<file path="src/rtl/mem_access_if.sv">
// Shared widths/op codes for the memory stage and the byte-wide RAM port bundle.
// The master side belongs to mem_access; the slave side is the RAM/arbiter.
package mem_access_pkg;
    localparam int REG_ADDR_W   = 5;
    localparam int REG_W        = 32;
    localparam int MEM_W        = 32;
    localparam int ALUOP_W      = 8;
    localparam int STALL_W      = 6;
    localparam int STALL_EX_MEM = 4;
    localparam logic STOP       = 1'b1;

    localparam logic [ALUOP_W-1:0] EX_LB  = 8'h20;
    localparam logic [ALUOP_W-1:0] EX_LH  = 8'h21;
    localparam logic [ALUOP_W-1:0] EX_LW  = 8'h22;
    localparam logic [ALUOP_W-1:0] EX_LBU = 8'h23;
    localparam logic [ALUOP_W-1:0] EX_LHU = 8'h24;
    localparam logic [ALUOP_W-1:0] EX_SB  = 8'h28;
    localparam logic [ALUOP_W-1:0] EX_SH  = 8'h29;
    localparam logic [ALUOP_W-1:0] EX_SW  = 8'h2A;
endpackage

interface mem_access_if;
    logic        ram_req;
    logic        ram_gnt;
    logic [31:0] ram_addr;
    logic        ram_wr;
    logic [7:0]  ram_dout;
    logic [7:0]  ram_din;

    modport master (
        output ram_req,
        output ram_addr,
        output ram_wr,
        output ram_dout,
        input  ram_gnt,
        input  ram_din
    );

    modport slave (
        input  ram_req,
        input  ram_addr,
        input  ram_wr,
        input  ram_dout,
        output ram_gnt,
        output ram_din
    );
endinterface

</file>
<file path="src/rtl/mem_access.sv">
// Memory pipeline stage: services loads/stores one byte per cycle over the shared
// RAM port, stalling the pipeline until the write-back triple is ready.
//
//   state    | meaning
//   ---------+---------------------------------------------------------------
//   S_IDLE   | pass-through; a memory op requests byte 0 here
//   S_ACCESS | issuing bytes 1..N-1 and/or capturing returned load bytes
//   S_DONE   | access complete, result presented until EX/MEM is released
module mem_access
    import mem_access_pkg::*;
(
    input  logic                  clk,
    input  logic                  rst,

    input  logic [REG_ADDR_W-1:0] mem_wd,
    input  logic                  mem_wreg,
    input  logic [REG_W-1:0]      mem_wdata,
    input  logic [MEM_W-1:0]      mem_mem_addr,
    input  logic [ALUOP_W-1:0]    mem_aluop,
    input  logic [STALL_W-1:0]    stall,

    mem_access_if.master          ram,

    output logic                  stallreq_mem,
    output logic [REG_ADDR_W-1:0] wb_wd,
    output logic                  wb_wreg,
    output logic [REG_W-1:0]      wb_wdata
);

    localparam logic [1:0] S_IDLE   = 2'd0;
    localparam logic [1:0] S_ACCESS = 2'd1;
    localparam logic [1:0] S_DONE   = 2'd2;

    logic [1:0]  state;
    logic [1:0]  state_nxt;
    logic [2:0]  idx;
    logic [2:0]  idx_nxt;
    logic [31:0] acc;
    logic        cap_pend;

    logic        is_load;
    logic        is_store;
    logic        is_mem;
    logic        ld_signed;
    logic [2:0]  nbytes;

    logic [2:0]  issue_idx;
    logic        want_issue;
    logic        issue;
    logic        last_issue;
    logic [1:0]  cap_byte;
    logic [31:0] byte_addr;
    logic [7:0]  store_byte;
    logic [31:0] ld_ext;

    logic        unused_stall;
    assign unused_stall = ^{stall[STALL_W-1:STALL_EX_MEM+1], stall[STALL_EX_MEM-1:0]};

    always_comb begin
        is_load   = 1'b0;
        is_store  = 1'b0;
        ld_signed = 1'b0;
        nbytes    = 3'd0;
        case (mem_aluop)
            EX_LB:  begin is_load  = 1'b1; ld_signed = 1'b1; nbytes = 3'd1; end
            EX_LH:  begin is_load  = 1'b1; ld_signed = 1'b1; nbytes = 3'd2; end
            EX_LW:  begin is_load  = 1'b1; nbytes = 3'd4; end
            EX_LBU: begin is_load  = 1'b1; nbytes = 3'd1; end
            EX_LHU: begin is_load  = 1'b1; nbytes = 3'd2; end
            EX_SB:  begin is_store = 1'b1; nbytes = 3'd1; end
            EX_SH:  begin is_store = 1'b1; nbytes = 3'd2; end
            EX_SW:  begin is_store = 1'b1; nbytes = 3'd4; end
            default: ;
        endcase
    end

    assign is_mem = is_load | is_store;

    // Byte 0 is always requested from IDLE, so idx only matters inside ACCESS.
    assign issue_idx  = (state == S_ACCESS) ? idx : 3'd0;
    assign want_issue = is_mem &&
                        ((state == S_IDLE) || ((state == S_ACCESS) && (idx < nbytes)));
    assign issue      = want_issue && ram.ram_gnt;
    assign last_issue = issue && (issue_idx == (nbytes - 3'd1));
    assign byte_addr  = mem_mem_addr + {29'd0, issue_idx};
    assign store_byte = mem_wdata[{issue_idx[1:0], 3'b000} +: 8];

    // The byte returning now was issued when idx was one lower.
    assign cap_byte   = idx[1:0] - 2'd1;

    always_comb begin
        state_nxt = state;
        idx_nxt   = idx;
        case (state)
            S_IDLE: begin
                idx_nxt = 3'd0;
                if (issue) begin
                    idx_nxt   = 3'd1;
                    state_nxt = (is_store && (nbytes == 3'd1)) ? S_DONE : S_ACCESS;
                end
            end
            S_ACCESS: begin
                if (!is_mem) begin
                    state_nxt = S_IDLE;
                    idx_nxt   = 3'd0;
                end else begin
                    if (issue) begin
                        idx_nxt = idx + 3'd1;
                    end
                    if (is_store && last_issue) begin
                        state_nxt = S_DONE;
                    end else if (is_load && cap_pend && (idx == nbytes)) begin
                        state_nxt = S_DONE;
                    end
                end
            end
            S_DONE: begin
                if (stall[STALL_EX_MEM] != STOP) begin
                    state_nxt = S_IDLE;
                    idx_nxt   = 3'd0;
                end
            end
            default: begin
                state_nxt = S_IDLE;
                idx_nxt   = 3'd0;
            end
        endcase
    end

    always_ff @(posedge clk or negedge rst) begin
        if (!rst) begin
            state    <= S_IDLE;
            idx      <= 3'd0;
            cap_pend <= 1'b0;
        end else begin
            state    <= state_nxt;
            idx      <= idx_nxt;
            cap_pend <= issue && is_load;
        end
    end

    // A capture is taken even when the grant is low in the returning cycle.
    always_ff @(posedge clk or negedge rst) begin
        if (!rst) begin
            acc <= '0;
        end else if (cap_pend) begin
            acc[{cap_byte, 3'b000} +: 8] <= ram.ram_din;
        end else if (state == S_IDLE) begin
            acc <= '0;
        end
    end

    always_comb begin
        ld_ext = acc;
        if (nbytes == 3'd1) begin
            ld_ext = ld_signed ? {{24{acc[7]}}, acc[7:0]} : {24'd0, acc[7:0]};
        end else if (nbytes == 3'd2) begin
            ld_ext = ld_signed ? {{16{acc[15]}}, acc[15:0]} : {16'd0, acc[15:0]};
        end
    end

    // Outputs are forced low while reset is held, even if EX/MEM still shows an op.
    always_comb begin
        ram.ram_req  = 1'b0;
        ram.ram_addr = '0;
        ram.ram_wr   = 1'b0;
        ram.ram_dout = '0;
        stallreq_mem = 1'b0;
        wb_wd        = '0;
        wb_wreg      = 1'b0;
        wb_wdata     = '0;
        if (rst) begin
            ram.ram_req  = want_issue;
            ram.ram_addr = want_issue ? byte_addr : '0;
            ram.ram_wr   = issue && is_store;
            ram.ram_dout = (issue && is_store) ? store_byte : 8'd0;
            stallreq_mem = is_mem && (state != S_DONE);
            wb_wd        = mem_wd;
            wb_wreg      = mem_wreg;
            wb_wdata     = ((state == S_DONE) && is_load) ? ld_ext : mem_wdata;
        end
    end

endmodule

</file>
<file path="src/flat_wrapper.sv">
// flat-port wrapper written by rule: the top's interface ports become plain ports
module mem_access_flat import mem_access_pkg::*;
  (clk, rst, mem_wd, mem_wreg, mem_wdata, mem_mem_addr, mem_aluop, stall, stallreq_mem, wb_wd, wb_wreg, wb_wdata, ram_ram_req, ram_ram_addr, ram_ram_wr, ram_ram_dout, ram_ram_gnt, ram_ram_din);
  mem_access_if ram_i ();
  input  logic clk;
  input  logic rst;
  input  logic [REG_ADDR_W-1:0] mem_wd;
  input  logic mem_wreg;
  input  logic [REG_W-1:0] mem_wdata;
  input  logic [MEM_W-1:0] mem_mem_addr;
  input  logic [ALUOP_W-1:0] mem_aluop;
  input  logic [STALL_W-1:0] stall;
  output logic stallreq_mem;
  output logic [REG_ADDR_W-1:0] wb_wd;
  output logic wb_wreg;
  output logic [REG_W-1:0] wb_wdata;
  output wire logic [$bits(ram_i.ram_req)-1:0] ram_ram_req;
  output wire logic [$bits(ram_i.ram_addr)-1:0] ram_ram_addr;
  output wire logic [$bits(ram_i.ram_wr)-1:0] ram_ram_wr;
  output wire logic [$bits(ram_i.ram_dout)-1:0] ram_ram_dout;
  input wire logic [$bits(ram_i.ram_gnt)-1:0] ram_ram_gnt;
  input wire logic [$bits(ram_i.ram_din)-1:0] ram_ram_din;
  assign ram_ram_req = ram_i.ram_req;
  assign ram_ram_addr = ram_i.ram_addr;
  assign ram_ram_wr = ram_i.ram_wr;
  assign ram_ram_dout = ram_i.ram_dout;
  assign ram_i.ram_gnt = ram_ram_gnt;
  assign ram_i.ram_din = ram_ram_din;
  mem_access u_core (.clk(clk), .rst(rst), .mem_wd(mem_wd), .mem_wreg(mem_wreg), .mem_wdata(mem_wdata), .mem_mem_addr(mem_mem_addr), .mem_aluop(mem_aluop), .stall(stall), .ram(ram_i), .stallreq_mem(stallreq_mem), .wb_wd(wb_wd), .wb_wreg(wb_wreg), .wb_wdata(wb_wdata));
endmodule
</file>
<file path="config.mk">
export PLATFORM = sky130hd
export DESIGN_NAME = mem_access_flat
export DESIGN_NICKNAME = d
export VERILOG_FILES = /design/src/rtl/mem_access_if.sv /design/src/rtl/mem_access.sv /design/src/flat_wrapper.sv
export SDC_FILE = /design/constraint.sdc
export NUM_CORES = 1
export LEC_CHECK = 0
export CAP_MARGIN = 20
export CORE_MARGIN = 3
export CORE_UTILIZATION = 39
export DETAILED_ROUTE_END_ITERATION = 8
export HOLD_SLACK_MARGIN = 0.08
export PLACE_DENSITY = 0.82
export SLEW_MARGIN = 20
export SYNTH_ARGS = -nofsm -noshare
export SYNTH_HDL_FRONTEND = slang
export SYNTH_SLANG_ARGS = --single-unit
</file>
<file path="constraint.sdc">
create_clock -name clk -period 3.2 [get_ports clk]
set_input_delay 0.32 -clock clk [delete_from_list [all_inputs] [get_ports clk]]
set_output_delay 0.32 -clock clk [all_outputs]
set_load 0.05 [all_outputs]
</file>
==> summary.md, run 1 <==
| Metric | Value |
|---|---|
| Clock transition at path regs | `around 0.07 ns` |
| Syn Nets | `roughly 610` |
| Crit-path cells | `and3b_2 -> ha_1 -> fa_1 -> a21o_1 -> buf_4 -> and4_2 -> nand4_1 -> xor2_2 -> nor2_4 -> buf_12` |
| Final ANT Viol Nets | `0` |
| Failing checks | `negative setup slack` |
| Post-synthesis sequential area ratio | `0.241` |
| Cells after Synth | `just under 500` |
| Final worst path period need | `3.21 ns` |
| Slew Limit Fails | `0` |
| CTS root buf | `clkbuf_8` |
| Worst R2R Start | `u_core.idx[0]$_DFFE_PN0P_` |
| Initial Util | `0.402` |
| Detailed Route WL | `between 15 and 20 mm` |
| PwrDens | `200 nW/um^2` |
| Die Area | `about 11000 um^2` |
| CTS tree | `yes` |
| Worst r2r dst | `u_core.acc[9]$_DFFE_PN0P_` |
| Worst min path class | `primary input to asynchronous set/reset pin` |
| Relative slew slack | `0.336` |
| Final net count | `approximately 810` |
| Lkg Pwr | `a little over 3 nW` |
| RD Place Congestion | `about 0.93` |
| WL met3 | `approximately 1.4 mm` |
| Cells on worst reg2reg path | `6` |
| Crit Path Max Fanout | `7` |
| CP Capture Type | `output port` |
| #FFs+latches synth | `38` |
| Fraction of registers with async set/reset | `1.00` |
| Via count | `slightly above 5000` |
| Footprint of the multi-input gates | `3290 um^2` |
| CTS sink count | `38` |
| Core box area | `~9800 um^2` |
| Top FF cell, synth | `dfrtp_1` |
| Top sig layer | `met4` |
| Least-Margin Pin Slew | `roughly 0.99 ns` |
| TritonCTS Buffers | `5` |
| ANT cells | `0` |
| Post-DP HPWL | `roughly 14 mm` |
| Most frequent cell after synthesis | `nand2_1` |
| Yosys warns | `0` |
| Via-per-instance ratio | `about 6` |
| Final Cycle Share | `1.00` |
| Fillers | `572` |
| WL/cell | `around 22 um` |
| Syn avg cell area | `roughly 7.9 um^2` |
| Synth top area cells | `dfrtp_1 24%, a22o_1 7.3%, a211oi_1 6.3%, and2_1 5.6%, mux2i_1 4.3%` |
| Final hold violation count | `0` |
| Num ports | `around 180` |
| Logic pwr share | `0.358` |
| Clock skew | `0.0157 ns` |
| Fin Setup TNS | `-0.00846 ns` |
| Clock Tree Buf Depth | `2` |
| Number of global-route vias before repair | `4970` |
| WL met2 | `about 9.4 mm` |
| Reg power frac | `0.313` |
| Yosys top cell area share | `0.241` |
| Kind of critical path | `flop to output port` |
| CP max stage delay | `~0.43 ns` |
| Worst skew pair latency | `about 0.30 ns` |
| Power Internal | `around 1.1 mW` |
| DRC viols | `0` |
| Switching share of power | `0.302` |
| Fin area | `around 7700 um^2` |
| Type of origin of the critical path | `flop` |
| Max Fclk | `0.312 GHz` |
| Most frequent cells after synthesis | `44 x nand2_1, 42 x nor2_1, 38 x dfrtp_1, 35 x and2_1` |
| Initial antenna violation count | `0` |
| H-tree level count | `2` |
| Clock share of power | `0.329` |
| Crit-path slowest cell | `dfrtp_1` |
| GRT Overall Usage | `0.296` |
| R2R Setup Slk | `just under 0.8 ns` |
| VDD IR max | `about 0.31 mV` |
| First-pass GRT wire length | `26.9 mm` |
| WP data required | `2.88 ns` |
| Cell taking the most area after synthesis | `dfrtp_1` |
| IO Port Bufs | `170` |
| Buf/Inv on CP | `2` |
| Reg area | `952 um^2` |
| Fin worst setup slack | `-0.00846 ns` |
| WP data arrival | `slightly below 3 ns` |
| Die Ht | `about 110 um` |
| DR iter-0 viols | `~370` |
| Met1 wire length | `6.97 mm` |
| Largest net degree at the start of global routing | `46` |
| Layout cells sized above 1 | `0.327` |
| Total of max-cap violations | `0` |
| Status | `finished, violations left` |
| Mapped cell area | `3940 um^2` |
| RSZ-0062 raised after global routing | `true` |
| Gr ovfl total | `0` |
| Post-synth EDFFs | `0` |
| Synth-to-Final Area Change | `94.9%` |
| Drt first pass iters | `5` |
| Pwr Total | `between 1.5 and 2 mW` |
| Die Wd | `between 100 and 150 um` |
| Row cnt | `36` |
| Synth cell types | `51` |
| Top Family by Delay on Critical Path | `simple AND/OR/NAND/NOR gates` |
| Final setup viols | `1` |
| NetSw | `0.464 mW` |
| Fin Hold WS | `0.404 ns` |
| Placed Area | `about 7200 um^2` |
-- state kept, by name, indices dropped and copies added, names as in the netlist --
name             cells
u_core.state         2
u_core.cap_pend      1
u_core.idx           3
u_core.acc          32
-- cells in the final DEF (no fill, tap or decap), types with 5 or more instances in the layout --
| master | n |
|---|---|
| o31ai_1 | 9 |
| and4_1 | 5 |
| a211oi_2 | 5 |
| o21ai_0 | 21 |
| inv_1 | 12 |
| and2_1 | 31 |
| a211oi_4 | 8 |
| nor3_1 | 6 |
| a22o_1 | 33 |
| nor2_1 | 16 |
| o21ai_1 | 6 |
| buf_6 | 9 |
| xor2_1 | 9 |
| nand3_1 | 10 |
| clkdlybuf4s50_1 | 88 |
| a21oi_1 | 8 |
| or3_1 | 7 |
| buf_4 | 46 |
| xnor2_1 | 14 |
| nand2_1 | 43 |
| ha_1 | 8 |
| dfrtp_1 | 37 |
| a211oi_1 | 20 |
| clkbuf_8 | 6 |
| buf_12 | 82 |
| mux2i_1 | 17 |
| a21o_1 | 5 |
| nand2b_1 | 5 |
| nor4b_1 | 5 |
| nor2b_1 | 19 |
| nand4_1 | 17 |
| nor2_4 | 25 |
-- metrics by stage --
stage	util	instances	setup WS [ns]
after floorplan	-	497	-0.229
after global placement	0.734	816	-0.369
after detailed placement	0.734	816	-0.422
after CTS	0.763	830	0.00114
after global routing	0.783	839	-0.102
final	0.783	839	-0.00846
-- worst max path at each step --
stage                                 from               end  cells after the start
3_5_place_dp                  mem_aluop[4]  ram_ram_addr[18]                     11
3_3_place_gp                  mem_aluop[4]  ram_ram_addr[20]                     11
6_report       u_core.state[0]$_DFFE_PN0P_  ram_ram_addr[16]                     10
2_1_floorplan                 mem_aluop[4]  ram_ram_addr[14]                      9
4_1_cts                       mem_aluop[5]      wb_wdata[17]                     13
5_1_grt        u_core.state[1]$_DFFE_PN0P_  ram_ram_addr[26]                     11
-- power by group through the flow --
stage	registers [mW]	logic, mW	clock network (mW)
global route	0.480	0.573	0.532
floorplan	0.490	0.213	0
global placement	0.490	0.517	0
CTS	0.480	0.533	0.510
detailed placement	0.490	0.528	0
finish	0.480	0.551	0.506
-- cells by family (layout without fill, tap and decap cells) --
kind of cell | after synthesis | count (layout) | share of synthesized area
AO/OA/AOI/OAI | 133 | 133 | 0.245
XOR/XNOR | 26 | 26 | 0.0578
adder cells (fa/ha/maj) | 14 | 14 | 0.0463
buffers and inverters | 46 | 255 | 0.0524
flip-flops | 38 | 38 | 0.241
multiplexers | 17 | 17 | 0.0432
AND/OR/NAND/NOR | 223 | 223 | 0.314
-- metal layers --
metal  vias up  track usage
li1       2232            -
met1      2478        0.370
met2       283        0.524
met3        56       0.0546
met4         0       0.0785
met5         -            0
-- final cells by class --
class / count / area share
clock inverter: 2 / 0.00782
multi-input combinational: 413 / 0.428
inverter: 14 / 0.00716
sequential: 38 / 0.124
timing repair buffer: 233 / 0.400
clock buffer: 6 / 0.0107
tap: 133 / 0.0217
-- worst register-to-register path, cell delays in order, from the launching register on --
cell and delay, ns:
dfrtp_1 0.35, buf_4 0.30, inv_1 0.18, ha_1 0.42, nand2_1 0.08, nor3_1 0.76, a22o_1 0.26
-- timing repair --
action,CTS,global route
buffers inserted,3,8
hold buffers,1,0
resized for setup,36,29
endpoints found under the setup margin,66,46
pin swaps,10,5
endpoints found under the hold margin,2,0
gates cloned,2,1
Note: power is estimated with default switching activity, not from simulation.
==> run 2, diff against run 1 <==
--- a/config.mk
+++ b/config.mk
@@ -6,11 +6,10 @@
 export NUM_CORES = 1
 export LEC_CHECK = 0
 export CAP_MARGIN = 20
-export CORE_MARGIN = 3
-export CORE_UTILIZATION = 39
+export CORE_UTILIZATION = 43
 export DETAILED_ROUTE_END_ITERATION = 8
 export HOLD_SLACK_MARGIN = 0.08
-export PLACE_DENSITY = 0.82
+export PLACE_DENSITY = 0.85
 export SLEW_MARGIN = 20
 export SYNTH_ARGS = -nofsm -noshare
 export SYNTH_HDL_FRONTEND = slang
==> constraint.sdc (replaced) <==
create_clock -name clk -period 3 [get_ports clk]
set_input_delay 0.75 -clock clk [delete_from_list [all_inputs] [get_ports clk]]
set_output_delay 0.75 -clock clk [all_outputs]
set_load 0.05 [all_outputs]
==> run 2 against run 1 <==
Compared with the run above: the run now fails in global routing; synthesized area stayed put; synthesized cell count stayed put.
==> summary.md, run 2 <==
| Metric | Value |
|---|---|
| Initial Util | `0.448 (+0.0462)` |
| Synth top area cells | `dfrtp_1 24%, a22o_1 7.3%, a211oi_1 6.3%, and2_1 5.6%, mux2i_1 4.3%` |
| Placed Area | `7730 um^2 (+7.2%)` |
| Cell taking the most area after synthesis | `dfrtp_1` |
| CTS sink count | `38 (unchanged)` |
| #FFs+latches synth | `38 (unchanged)` |
| Die Ht | `97.8 um (-8.3%)` |
| Post-synthesis sequential area ratio | `0.241 (unchanged)` |
| Most frequent cells after synthesis | `44 x nand2_1, 42 x nor2_1, 38 x dfrtp_1, 35 x and2_1` |
| Hold Buf Count CTS | `0 (-1)` |
| Post-synth EDFFs | `0 (unchanged)` |
| Yosys top cell area share | `0.241 (unchanged)` |
| IO Port Bufs | `170 (unchanged)` |
| Fraction of registers with async set/reset | `1.00 (unchanged)` |
| Err | `[ERROR DPL-0038] Utilization greater than 100%, impossible to legalize` |
| Mapped cell area | `3940 um^2 (unchanged)` |
| Yosys warns | `0 (unchanged)` |
| Top FF cell, synth | `dfrtp_1` |
| Syn avg cell area | `7.93 um^2 (unchanged)` |
| GRT repair_timing worst endpoint | `ram_ram_addr[31]` |
| RD Place Congestion | `1.01 (+7.9%)` |
| Post-DP HPWL | `15.6 mm (+13%)` |
| Status | `did not finish` |
| Last flow stage reached | `global routing` |
| Placed cells | `843 (+3.3%)` |
| Die Wd | `97.8 um (-8.3%)` |
| Syn Nets | `606 (unchanged)` |
| Num ports | `176 (unchanged)` |
| Synth cell types | `51 (unchanged)` |
| H-tree level count | `2 (unchanged)` |
| Clock Tree Buf Depth | `2 (unchanged)` |
| TritonCTS Buffers | `5 (unchanged)` |
| Cells after Synth | `497 (unchanged)` |
| Largest net degree at the start of global routing | `just under 80` |
| Row cnt | `34 (-5.6%)` |
| Most frequent cell after synthesis | `nand2_1` |
| Worst endpoint type | `primary output` |
| DP Worst Slack | `-1.33 ns (-0.910 ns)` |
| CTS root buf | `clkbuf_8` |
==> run 2: through the flow <==
stage	TNS, ns	hold WS [ns]
2_1_floorplan	-56.15	0.454
3_3_place_gp	-81.88	0.490
3_5_place_dp	-88.62	0.502
4_1_cts	-68.45	0.518
==> run 2: cells by family after synthesis <==
| kind of cell | synth area share |
|---|---|
| xor+xnor | 0.0578 |
| fa+ha+maj | 0.0463 |
| compound gates | 0.245 |
| mux | 0.0432 |
| flops | 0.241 |
| simple gates | 0.314 |
| buf+inv | 0.0524 |
==> run 2: what timing repair did <==
item | CTS
setup buffers | 10
setup endpoints to repair | 81
resized for setup | 63
pin swaps | 21
gates cloned | 5
==> run 3, diff against run 2 <==
--- a/config.mk
+++ b/config.mk
@@ -6,10 +6,9 @@
 export NUM_CORES = 1
 export LEC_CHECK = 0
 export CAP_MARGIN = 20
-export CORE_UTILIZATION = 43
+export CORE_UTILIZATION = 40
 export DETAILED_ROUTE_END_ITERATION = 8
-export HOLD_SLACK_MARGIN = 0.08
-export PLACE_DENSITY = 0.85
+export PLACE_DENSITY_LB_ADDON = 0.15
 export SLEW_MARGIN = 20
 export SYNTH_ARGS = -nofsm -noshare
 export SYNTH_HDL_FRONTEND = slang
==> run 3 against run 2 <==
Compared with the run above: the flow now finishes, with violations (negative setup slack).
==> summary.md, run 3 (synthesis gave the netlist of run 1 again) <==
| Metric | Value |
|---|---|
| Status | `finished, violations left` |
| Failing checks | `negative setup slack` |
| DR iter-0 viols | `approximately 400` |
| Fin Hold WS | `approximately 0.53 ns` |
| Footprint of the multi-input gates | `~3500 um^2` |
| Core box area | `about 9400 um^2` |
| Final worst path period need | `3.97 ns` |
| Detailed Route WL | `between 20 and 25 mm` |
| Layer with the highest usage | `met2` |
| Most frequent cells in the layout | `91 x buf_4, 88 x buf_12, 80 x clkdlybuf4s50_1` |
| Max Fclk | `approximately 0.25 GHz` |
| Gr ovfl total | `0` |
| Reg with most FFs | `u_core.acc` |
| WL/cell | `roughly 23 um` |
| Drt first pass iters | `5` |
| Post-DP HPWL | `14.2 mm (-9.5%)` |
| Crit-path slowest cell | `or4b_4` |
| Met3 Use GR | `0.0814` |
| WP data arrival | `~3.2 ns` |
| Crit-path cells | `buf_6 -> or4b_4 -> or3_4 -> inv_4 -> ha_4 -> buf_4 -> o31ai_2 -> buf_6 -> buf_4 -> a211oi_2 -> o21ai_1 -> and2_4 -> buf_12` |
| Routing usage on met1 | `0.447` |
| CTS root buf | `clkbuf_8` |
| H-tree level count | `2 (unchanged)` |
| Fin worst setup slack | `-0.975 ns` |
| Die Ht | `101 um (+3.6%)` |
| Final ANT Viol Nets | `0` |
| Cells on worst reg2reg path | `9` |
| Final Cycle Share | `1.32` |
| Reg area | `951 um^2` |
| Worst R2R Start | `u_core.idx[0]$_DFFE_PN0P_` |
| CTS sink count | `38 (unchanged)` |
| Final hold violation count | `0` |
| Num ports | `176 (unchanged)` |
| Hold Path Cell Cnt | `1` |
| CTS tree | `yes` |
| Die Area | `about 10000 um^2` |
| Worst min path class | `flop to flop` |
| Worst r2r dst | `u_core.idx[1]$_DFFE_PN0P_` |
| Least-Margin Pin Slew | `between 0.9 and 1 ns` |
| Relative slew slack | `0.384` |
| Type of origin of the critical path | `primary input` |
| RD Place Congestion | `0.915 (-9.2%)` |
| Hold worst-path end | `u_core.acc[13]$_DFFE_PN0P_` |
| Lkg Pwr | `around 3.5 nW` |
| Kind of critical path | `primary input to output port` |
| Synth-to-Final Area Change | `110%` |
| PwrDens | `192 nW/um^2` |
| Largest regs | `u_core.acc x32, u_core.idx x3, u_core.state x2` |
| VDD IR max | `0.277 mV` |
| Die Wd | `101 um (+3.6%)` |
| Layout cells sized above 1 | `0.432` |
| Worst skew pair latency | `around 0.30 ns` |
| Clock skew | `around 0.0084 ns` |
| TritonCTS Buffers | `5 (unchanged)` |
| GRT Overall Usage | `0.375` |
| Number of global-route vias before repair | `between 5000 and 6000` |
| Initial antenna violation count | `1` |
| Largest net degree at the start of global routing | `77` |
| Via-per-instance ratio | `6.14` |
| DRC viols | `0` |
| Slew Limit Fails | `0` |
| First-pass GRT wire length | `a little under 30 mm` |
| Clock transition at path regs | `roughly 0.080 ns` |
| Initial Util | `0.419 (-0.0290)` |
| Final net count | `roughly 860` |
| Final std cells w/o fill | `885` |
| WP data required | `about 2.3 ns` |
| Most common cell after layout, fill and taps aside | `buf_4` |
| Total of max-cap violations | `0` |
| RSZ-0062 raised after global routing | `true` |
| IO Port Bufs | `170 (unchanged)` |
| Placed cells | `860 (+2.0%)` |
| Via count | `5436` |
| Crit Path Max Fanout | `16` |
| R2R Setup Slk | `0.91 ns` |
| CP max stage delay | `0.54 ns` |
| Max FFs per register | `32` |
| Hold path startpoint | `u_core.acc[13]$_DFFE_PN0P_` |
| GR Util met2 | `0.650` |
| Fillers | `399` |
| CP Capture Type | `output port` |
| Final setup viols | `75` |
| Clock Tree Buf Depth | `2 (unchanged)` |
| Row cnt | `35 (+2.9%)` |
[run 3: worst max-delay path, delay by kind of cell]
family                   cells  cell delay (ns)
adder cells (fa/ha/maj)      1             0.14
buffers and inverters        6             0.73
AO/OA/AOI/OAI                3             0.47
AND/OR/NAND/NOR              3             1.12
[run 3: timing repair]
| item | CTS | global route |
|---|---|---|
| pin swaps | 15 | 21 |
| buffers inserted | 7 | 5 |
| gates cloned | 3 | 1 |
| resized for setup | 57 | 21 |
| setup endpoints to repair | 81 | 80 |
| hold buffers | 0 | 0 |
[run 3: layer usage]
metal | up-vias | wire, um
met3 | 97 | 1920
met2 | 384 | 10000
met5 | - | 0
met1 | 2603 | 7450
li1 | 2352 | -
met4 | 0 | 1060
[run 3: final cells by class]
type	instances	share of cell area
timing repair buffer	282	0.427
multi-input combinational	413	0.419
sequential	38	0.115
tap	129	0.0195
clock buffer	5	0.00830
inverter	14	0.00739
clock inverter	3	0.00483
antenna	1	0.000302
[run 3: report_power, final]
part,internal [mW],leakage (nW),switching (mW),total (mW)
combinational,0.324,2.87,0.322,0.646
clock,0.245,0.0579,0.189,0.434
sequential,0.512,0.531,0.000313,0.512
total,1.08,3.46,0.512,1.59
[run 3: worst max-delay path by stage]
stage	to	slack, ns	from	cells past startpoint
6_report	wb_wdata[24]	-0.97	mem_aluop[7]	13
5_1_grt	ram_ram_addr[22]	-1.05	mem_aluop[7]	10
4_1_cts	ram_ram_dout[7]	-0.99	mem_aluop[6]	11
3_5_place_dp	ram_ram_dout[0]	-1.30	mem_aluop[4]	11
3_3_place_gp	ram_ram_dout[0]	-1.24	mem_aluop[4]	11
2_1_floorplan	ram_ram_dout[0]	-1.03	mem_aluop[4]	9
[run 3: through the flow]
stage,power (mW),util,worst slack [ns],area [um^2],setup TNS (ns)
after global placement,1.12,0.826,-1.24,7770,-83.91
after floorplan,0.773,-,-1.03,4520,-56.15
after CTS,1.57,0.865,-0.993,8140,-61.10
after global routing,1.64,0.881,-1.05,8290,-64.55
final,1.59,0.881,-0.975,8290,-58.60
after detailed placement,1.14,0.826,-1.30,7770,-84.91
